## config.mk

```make
export PLATFORM = sky130hd
export DESIGN_NAME = mux_dec_sweep_ctrl
export DESIGN_NICKNAME = d
export VERILOG_FILES = /design/src/rtl/mux_dec_pkg.sv /design/src/rtl/sweep_checker.sv /design/src/rtl/mux_dec_sweep_ctrl.sv
export SDC_FILE = /design/constraint.sdc
export NUM_CORES = 1
export LEC_CHECK = 0
export ABC_AREA = 1
export BUFFER_PORTS_ARGS = -buffer_cell sky130_fd_sc_hd__buf_2
export CORE_MARGIN = 1.5
export CORE_UTILIZATION = 23
export CTS_BUF_LIST = sky130_fd_sc_hd__clkbuf_16
export CTS_CLUSTER_DIAMETER = 150
export DETAILED_ROUTE_END_ITERATION = 6
export GPL_TIMING_DRIVEN = 0
export PLACE_DENSITY = 0.47
export SLEW_MARGIN = 20
export SYNTH_ARGS = -nofsm -noshare
export SYNTH_HDL_FRONTEND = slang
export SYNTH_SLANG_ARGS = --single-unit
```

## constraint.sdc

```tcl
create_clock -name clk -period 1.4 [get_ports clk]
set_input_delay 0.14 -clock clk [delete_from_list [all_inputs] [get_ports clk]]
set_output_delay 0.14 -clock clk [all_outputs]
set_load 0.02 [all_outputs]
```

## src/rtl/mux_dec_pkg.sv

```systemverilog
// Shared types and constants for the mux/decoder sweep controller.
// Vector bit positions follow the datapath input order a..h.
package mux_dec_pkg;
    localparam int VEC_W   = 8;
    localparam int NUM_VEC = 256;

    localparam int A_IDX = 0;
    localparam int B_IDX = 1;
    localparam int C_IDX = 2;
    localparam int D_IDX = 3;
    localparam int E_IDX = 4;
    localparam int F_IDX = 5;
    localparam int G_IDX = 6;
    localparam int H_IDX = 7;

    typedef enum logic [2:0] {
        IDLE,
        DUT_RST,
        SWEEP,
        DRAIN,
        DONE
    } state_t;
endpackage

```

## src/rtl/sweep_checker.sv

```systemverilog
// Compare/log stage: checks o1 against o2 one cycle after each swept vector.
// Latency 1 cycle from vector to compare; no backpressure, abort freezes results.
module sweep_checker
    import mux_dec_pkg::*;
#(
    parameter int ERR_W = 9
) (
    input  logic             clk,
    input  logic             rst,
    input  logic             i_sweep,
    input  logic             i_clr,
    input  logic             i_abort,
    input  logic [VEC_W-1:0] i_vec,
    input  logic             i_o1,
    input  logic             i_o2,
    output logic [ERR_W-1:0] o_err_cnt,
    output logic             o_first_err_valid,
    output logic [VEC_W-1:0] o_first_err_vec,
    output logic             o_clean
);
    localparam logic [ERR_W-1:0] ERR_MAX = '1;

    logic             r_cmp_vld;
    logic [VEC_W-1:0] r_vec_d;
    logic [ERR_W-1:0] r_err_cnt;
    logic             r_first_err_valid;
    logic [VEC_W-1:0] r_first_err_vec;
    logic             w_mis;

    assign w_mis = r_cmp_vld & (i_o1 ^ i_o2) & ~i_abort;

    always_ff @(posedge clk or negedge rst) begin
        if (!rst) begin
            r_cmp_vld         <= 1'b0;
            r_vec_d           <= '0;
            r_err_cnt         <= '0;
            r_first_err_valid <= 1'b0;
            r_first_err_vec   <= '0;
        end else begin
            r_cmp_vld <= i_sweep & ~i_abort;
            r_vec_d   <= i_vec;
            if (i_clr) begin
                r_err_cnt         <= '0;
                r_first_err_valid <= 1'b0;
                r_first_err_vec   <= '0;
            end else if (w_mis) begin
                if (r_err_cnt != ERR_MAX) begin
                    r_err_cnt <= r_err_cnt + 1'b1;
                end
                if (!r_first_err_valid) begin
                    r_first_err_valid <= 1'b1;
                    r_first_err_vec   <= r_vec_d;
                end
            end
        end
    end

    // Lets the FSM register pass in the same edge as the final compare lands.
    assign o_clean = (r_err_cnt == '0) & ~w_mis;

    assign o_err_cnt         = r_err_cnt;
    assign o_first_err_valid = r_first_err_valid;
    assign o_first_err_vec   = r_first_err_vec;
endmodule

```

## src/rtl/mux_dec_sweep_ctrl.sv

```systemverilog
// Sweep controller: resets the datapath, drives all 256 vectors, reports pass/fail.
// Done arrives RST_CYCLES+257 cycles after start; start ignored while busy, abort wins.
module mux_dec_sweep_ctrl
    import mux_dec_pkg::*;
#(
    parameter int RST_CYCLES = 2,
    parameter int ERR_W      = 9
) (
    input  logic             clk,
    input  logic             rst,
    input  logic             start,
    input  logic             abort,
    output logic             dut_rst,
    output logic [VEC_W-1:0] vec,
    input  logic             o1,
    input  logic             o2,
    output logic             busy,
    output logic             done,
    output logic             pass,
    output logic [ERR_W-1:0] err_cnt,
    output logic             first_err_valid,
    output logic [VEC_W-1:0] first_err_vec
);
    localparam logic [3:0]       RST_LAST = 4'(RST_CYCLES);
    localparam logic [VEC_W-1:0] VEC_LAST = VEC_W'(NUM_VEC - 1);

    state_t           r_state;
    logic [3:0]       r_rst_cnt;
    logic             r_dut_rst;
    logic [VEC_W-1:0] r_vec;
    logic             r_busy;
    logic             r_done;
    logic             r_pass;
    logic             w_clean;
    logic             w_accept;

    assign w_accept = (r_state == IDLE) & start & ~abort;

    always_ff @(posedge clk or negedge rst) begin
        if (!rst) begin
            r_state   <= IDLE;
            r_rst_cnt <= '0;
            r_dut_rst <= 1'b0;
            r_vec     <= '0;
            r_busy    <= 1'b0;
            r_done    <= 1'b0;
            r_pass    <= 1'b0;
        end else begin
            r_done <= 1'b0;
            if (abort) begin
                r_state   <= IDLE;
                r_dut_rst <= 1'b0;
                r_vec     <= '0;
                r_busy    <= 1'b0;
            end else begin
                case (r_state)
                    IDLE: begin
                        if (start) begin
                            r_state   <= DUT_RST;
                            r_rst_cnt <= 4'd1;
                            r_dut_rst <= 1'b1;
                            r_vec     <= '0;
                            r_busy    <= 1'b1;
                            r_pass    <= 1'b0;
                        end
                    end
                    DUT_RST: begin
                        if (r_rst_cnt == RST_LAST) begin
                            r_state   <= SWEEP;
                            r_dut_rst <= 1'b0;
                        end else begin
                            r_rst_cnt <= r_rst_cnt + 1'b1;
                        end
                    end
                    SWEEP: begin
                        if (r_vec == VEC_LAST) begin
                            r_state <= DRAIN;
                        end else begin
                            r_vec <= r_vec + 1'b1;
                        end
                    end
                    DRAIN: begin
                        r_state <= DONE;
                        r_done  <= 1'b1;
                        r_pass  <= w_clean;
                    end
                    DONE: begin
                        r_state <= IDLE;
                        r_busy  <= 1'b0;
                    end
                    default: r_state <= IDLE;
                endcase
            end
        end
    end

    sweep_checker #(.ERR_W(ERR_W)) u_checker (
        .clk               (clk),
        .rst               (rst),
        .i_sweep           (r_state == SWEEP),
        .i_clr             (w_accept),
        .i_abort           (abort),
        .i_vec             (r_vec),
        .i_o1              (o1),
        .i_o2              (o2),
        .o_err_cnt         (err_cnt),
        .o_first_err_valid (first_err_valid),
        .o_first_err_vec   (first_err_vec),
        .o_clean           (w_clean)
    );

    assign dut_rst = r_dut_rst;
    assign vec     = r_vec;
    assign busy    = r_busy;
    assign done    = r_done;
    assign pass    = r_pass;
endmodule

```

=== Word level (Yosys, flattened, before mapping) ===
Cells that the tools add are included.

* Memories kept: 0
* Output and inout port bits: 30
* Bits in read-only memories: 0
* Logic and storage cells: 85
* Bits in registers: 46
* RAM bits: 0
* Bits in latches: 0

* Order comparisons: 0
* Multiplexer cells: 30
* $add $sub $neg: 3
* Reduce and logical (&&, ||, !) cells: 17
* Multiply operators: 0
* Bitwise logic cells: 9
* Equality and inequality tests: 14
* Div/mod/pow operators: 0
* Shift-type cells: 0

{| class="wikitable"
|+ Operators by type and width
! kind !! count
|-
| 8-bit two-way mux || 6
|-
| 9-bit two-way mux || 3
|-
| 8-bit case mux with 2 select lines || 1
|-
| 3-bit two-way mux || 4
|-
| 3-bit inequality test (second input constant) || 4
|-
| 3-bit case mux with 4 select lines || 1
|-
| 3-bit AND reduction || 4
|-
| 9-bit by 1-bit adder with 9-bit output (second input constant) || 1
|-
| 9-bit zero test || 1
|-
| 1-bit two-way mux || 9
|-
| 9-bit inequality test (second input constant) || 1
|-
| 3-bit nonzero test || 3
|-
| 8-bit by 1-bit adder with 8-bit output (second input constant) || 1
|-
| 8-bit equality test (second input constant) || 1
|-
| 4-bit two-way mux || 2
|-
| 4-bit case mux with 2 select lines || 1
|-
| 2-bit nonzero test || 4
|-
| 1-bit AND || 6
|-
| 3-bit by 2-bit equality test with 1-bit output (second input constant) || 2
|-
| 1-bit case mux with 2 select lines || 3
|-
| 2-bit AND reduction || 3
|-
| 4-bit by 1-bit adder with 4-bit output (second input constant) || 1
|-
| 4-bit by 2-bit equality test with 1-bit output (second input constant) || 1
|-
| 2-bit inequality test (second input constant) || 2
|-
| 7 further kinds || 8
|}

=== Logic depth before layout (Yosys ltp) ===
* Word-level depth: 6
* Gate-level depth with buffers: 11
* Gate-level depth less buffers: 11

=== Cells and area by module ===
From an unflattened synthesis, not the netlist that was laid out.

* Cells, all modules: 261
* Area total of the unflattened synthesis: 2254.7 µm²

{| class="wikitable"
|+ By module, submodules not included
! module !! times used !! area an instance (µm²) !! cells each
|-
| sweep_checker || 1 || 1203.7 || 133
|-
| mux_dec_sweep_ctrl || 1 || 1051.0 || 128
|}

=== Worst setup path after synthesis ===
Ideal clock, no wire load.

* Path type: register to register
* From: register u_checker.r_err_cnt[0] (netlist: u_checker.o_err_cnt[0])
* To: register u_checker.r_err_cnt[5] (netlist: u_checker.o_err_cnt[5])
* Data arrival time: 1553 ps
* Cell stages (with the launch flop): 12
* Period minus slack after synthesis: 1674 ps
* Setup slack: -274 ps
* Library setup time: 121 ps
* Cell sequence: dfrtp_1 > ha_1 > nand2_1 > inv_1 > nand3_1 > nor2_1 > ha_1 > nand3b_1 > nand2_4 > inv_2 > nand2_1 > o21ai_1

* Cells in the longest elaborated chain, start to end: 4
* Elaborated cells on any way between the ends: 7
* Those cells by class: add/sub: 1; eq/ne: 1; mux: 3; reduce/logical: 2

{| class="wikitable"
|+ RTL lines
! item !! RTL line !! RTL
|-
| start: declaration || sweep_checker.sv:25 || <nowiki>logic [ERR_W-1:0] r_err_cnt;</nowiki>
|-
| start signal: assignment || sweep_checker.sv:48 || <nowiki>r_err_cnt <= r_err_cnt + 1'b1;</nowiki>
|-
| 9-bit by 1-bit adder with 9-bit output || sweep_checker.sv:48 ||
|-
| 9-bit two-way mux || sweep_checker.sv:47 || <nowiki>if (r_err_cnt != ERR_MAX) begin</nowiki>
|-
| 9-bit two-way mux || sweep_checker.sv:46 || <nowiki>end else if (w_mis) begin</nowiki>
|-
| 9-bit two-way mux || sweep_checker.sv:42 || <nowiki>if (i_clr) begin</nowiki>
|}

Parallel ways exist; a longest one is shown, timed or not. The select of a mux whose other input is x is not followed.
A chain may end at the register's enable or synchronous reset.

=== Final worst setup path ===
* From: register u_checker.r_err_cnt[1] (netlist: u_checker.o_err_cnt[1])
* To: register u_checker.r_err_cnt[5] (netlist: u_checker.o_err_cnt[5])

Same word-level chain as after synthesis.

==> results.md <==
- Grt ovf: 0
- Met3 Usage GRT: between 2 and 3%
- Startpoint type of the worst setup path: flop
- Die Width: 102 um
- Commonest non-fill, non-tap cells in the layout: 54 x nand2_1, 36 x dfrtp_1, 33 x buf_2
- TritonCTS buffer count: 5
- Ports: 36
- Status: finished with violations
- Post-Syn Area: 2260 um^2
- Slew headroom: between 60% and 70%
- RSZ-0062 raised after global routing: yes
- Most common cell after layout, fill and taps aside: nand2_1
- Die area: 10400 um^2
- Worst hold path class: in -> reg
- Most used cell, CP: nand2_4
- Final Non-Filler Cells: 454
- CTS Buffer Depth: 2
- Largest net degree at the start of global routing: 47
- WP data arrival: 1.80 ns
- Syn avg cell area: 8.52 um^2
- Clk pin slew, worst setup/hold paths: 0.07 ns
- Peak-usage layer in the global routing report: met2
- Hold slack final: 0.0588 ns
- CP Buf/Inv Count: 2
- Final WL: 5.38 mm
- Max incr delay on CP: 0.42 ns
- Max stage delay cell, worst path: dfrtp_2
- Cells after synthesis: 265
- Pwr per Cell Area: 1340 nW/um^2
- Period utilization: 116%
- Drt via density: 4.18
- TritonCTS clock tree: yes
- DIE HEIGHT: 102 um
- Syn_nets: between 200 and 300
- Via count: 1897
- GR Util met1: 13.6%
- Core region area: approximately 9400 um^2
- CP Data Required Time: 1.59 ns
- DRT iter0 DRCs: between 90 and 100
- Worst-skew pair later-pin latency: 0.29 ns
- Global placer's final weighted congestion: 0.773
- Max-slew violations: 0
- Worst vdd ir: around 0.00049 V
- Post-DP HPWL: approximately 3.6 mm
- Type of the worst setup path: reg -> reg
- Delay-heaviest family, CP: simple AND/OR/NAND/NOR gates
- Vias in the first global route: 1835
- Port Buffers: 34
- Register area share after synthesis: 51.0%
- Final hold violations: 0
- Wire length per cell: about 12 um
- Layout filler cell count: 1006
- Row count: 35
- Distinct cells, synth: 27
- Crit-path max FO: 7
- Maxcap violations: 0
- Initial antenna violation count: 0
- Yosys warns: 0
- LEAKAGE: 1.57 nW
- Layout Nets: 336
- Worst Skew: ~0.010 ns
- Worst-margin pin slew: 0.591 ns
- Worst setup EP type: flop
- Initial Util: 24.1%
- Failing checks: setup timing
- Gr usage total: 11.0%
- Met2 Use GR: 17.9%
- DR pass1 iterations: 6
- First-pass GRT wire length: 8.85 mm
- Peak Freq: between 600 and 700 MHz
- ANT cells: 0
- Pre-CTS WS: -0.247 ns
- Min Clock Period, post-route: 1.62 ns
- Dpl cells: 428
- Final worst slack: -0.218 ns
- Fraction of layout cells with a size suffix above 1: 35.1%
- Antenna Nets Post-Route: 0
- Yosys reg bits: 46
- Root Buffer: clkbuf_16
- Area delta synth->final: 35.4%
- Cells along the critical path: ha_4 -> nand2_4 -> inv_4 -> nand3_4 -> nor2_2 -> ha_2 -> nand3b_1 -> nand2_4 -> inv_6 -> nand2_2 -> o21ai_2
- Final setup fails: 9
- Clk sinks: 46
- DRC: 0
- Htree depth: 2
per-stage QoR:
stage	TNS [ns]	util (%)	area, um^2	power (mW)
floorplan	-1.27	-	2290	2.39
global placement	-2.56	27.9	2620	2.69
detailed placement	-2.49	27.9	2620	2.70
CTS	-1.62	30.4	2850	3.98
global route	-3.07	32.6	3060	4.37
finish	-1.65	32.6	3060	4.11
final timing paths:
path                                        start                     end  slack (ns)  cells after the start
min                                         abort              r_state[2]        0.06                      2
max reg2reg                u_checker.o_err_cnt[1]  u_checker.o_err_cnt[5]       -0.22                     11
max in group asynchronous                     rst                  vec[1]        0.56                      2
max                        u_checker.o_err_cnt[1]  u_checker.o_err_cnt[5]       -0.22                     11
min in group asynchronous                     rst  u_checker.o_err_cnt[2]        0.39                      2
min reg2reg                                vec[7]    u_checker.r_vec_d[7]        0.45                      0
routing by layer:
metal / vias to the layer above / routed length [um]
met5: - / 0
met4: 0 / 89
met3: 7 / 200
met2: 20 / 2690
met1: 901 / 2400
li1: 969 / -
cell type report:
class                           instances  area [um^2]  share of cell area (%)
Multi-Input combinational cell        183         1080                    35.3
Timing Repair Buffer                   51          345                    11.3
Clock buffer                            5          125                    4.10
Buffer                                  3         33.8                    1.11
Clock inverter                          3         11.3                   0.369
Sequential cell                        46         1160                    38.1
Tap cell                              129          161                    5.28
Inverter                               34          138                    4.50
sequential cells by signal (all words and copies together), names as in the netlist, 3 cells and up:
name,count
u_checker.o_err_cnt,9
u_checker.o_first_err_vec,8
u_checker.r_vec_d,8
vec,8
r_rst_cnt,4
r_state,3
power breakdown:
| part | switching, mW | internal (mW) |
|---|---|---|
| Sequential | 0.138 | 1.51 |
| Clock | 0.495 | 0.644 |
| Combinational | 0.808 | 0.512 |
| Total | 1.44 | 2.66 |
timing repair:
item | CTS | global route
endpoints found under the hold margin | 0 | 46
gates cloned | 1 | 1
gates resized for setup | 7 | 34
endpoints found under the setup margin | 28 | 33
hold buffers | 0 | 1
pin swaps | 5 | 16
buffers inserted | 8 | 7
cell usage after synthesis (all sizes together):
cell type,instances,area [um^2]
nand2,69,287
dfrtp,46,1150
inv,34,128
nor2,31,149
nand3,30,163
o21ai,25,136
ha,6,75.1
xor2,5,43.8
a21oi,4,20.0
buf,3,23.8
nand3b,3,22.5
nand4,3,18.8
nor3,3,20.0
o22ai,1,6.26
o31ai,1,7.51
or2,1,6.26
cells by family (layout without fill, tap and decap cells):
logic type / Yosys count / in the layout / synth area share (%)
and+or+nand+nor: 140 / 140 / 29.5
DFF: 46 / 46 / 51.0
buffers and inverters: 37 / 96 / 6.71
AOI/OAI and AO/OA: 31 / 32 / 7.54
adders and majority gates: 6 / 6 / 3.33
xor gates and xnor gates: 5 / 5 / 1.94
No activity file was read; power rests on OpenSTA's default activity.
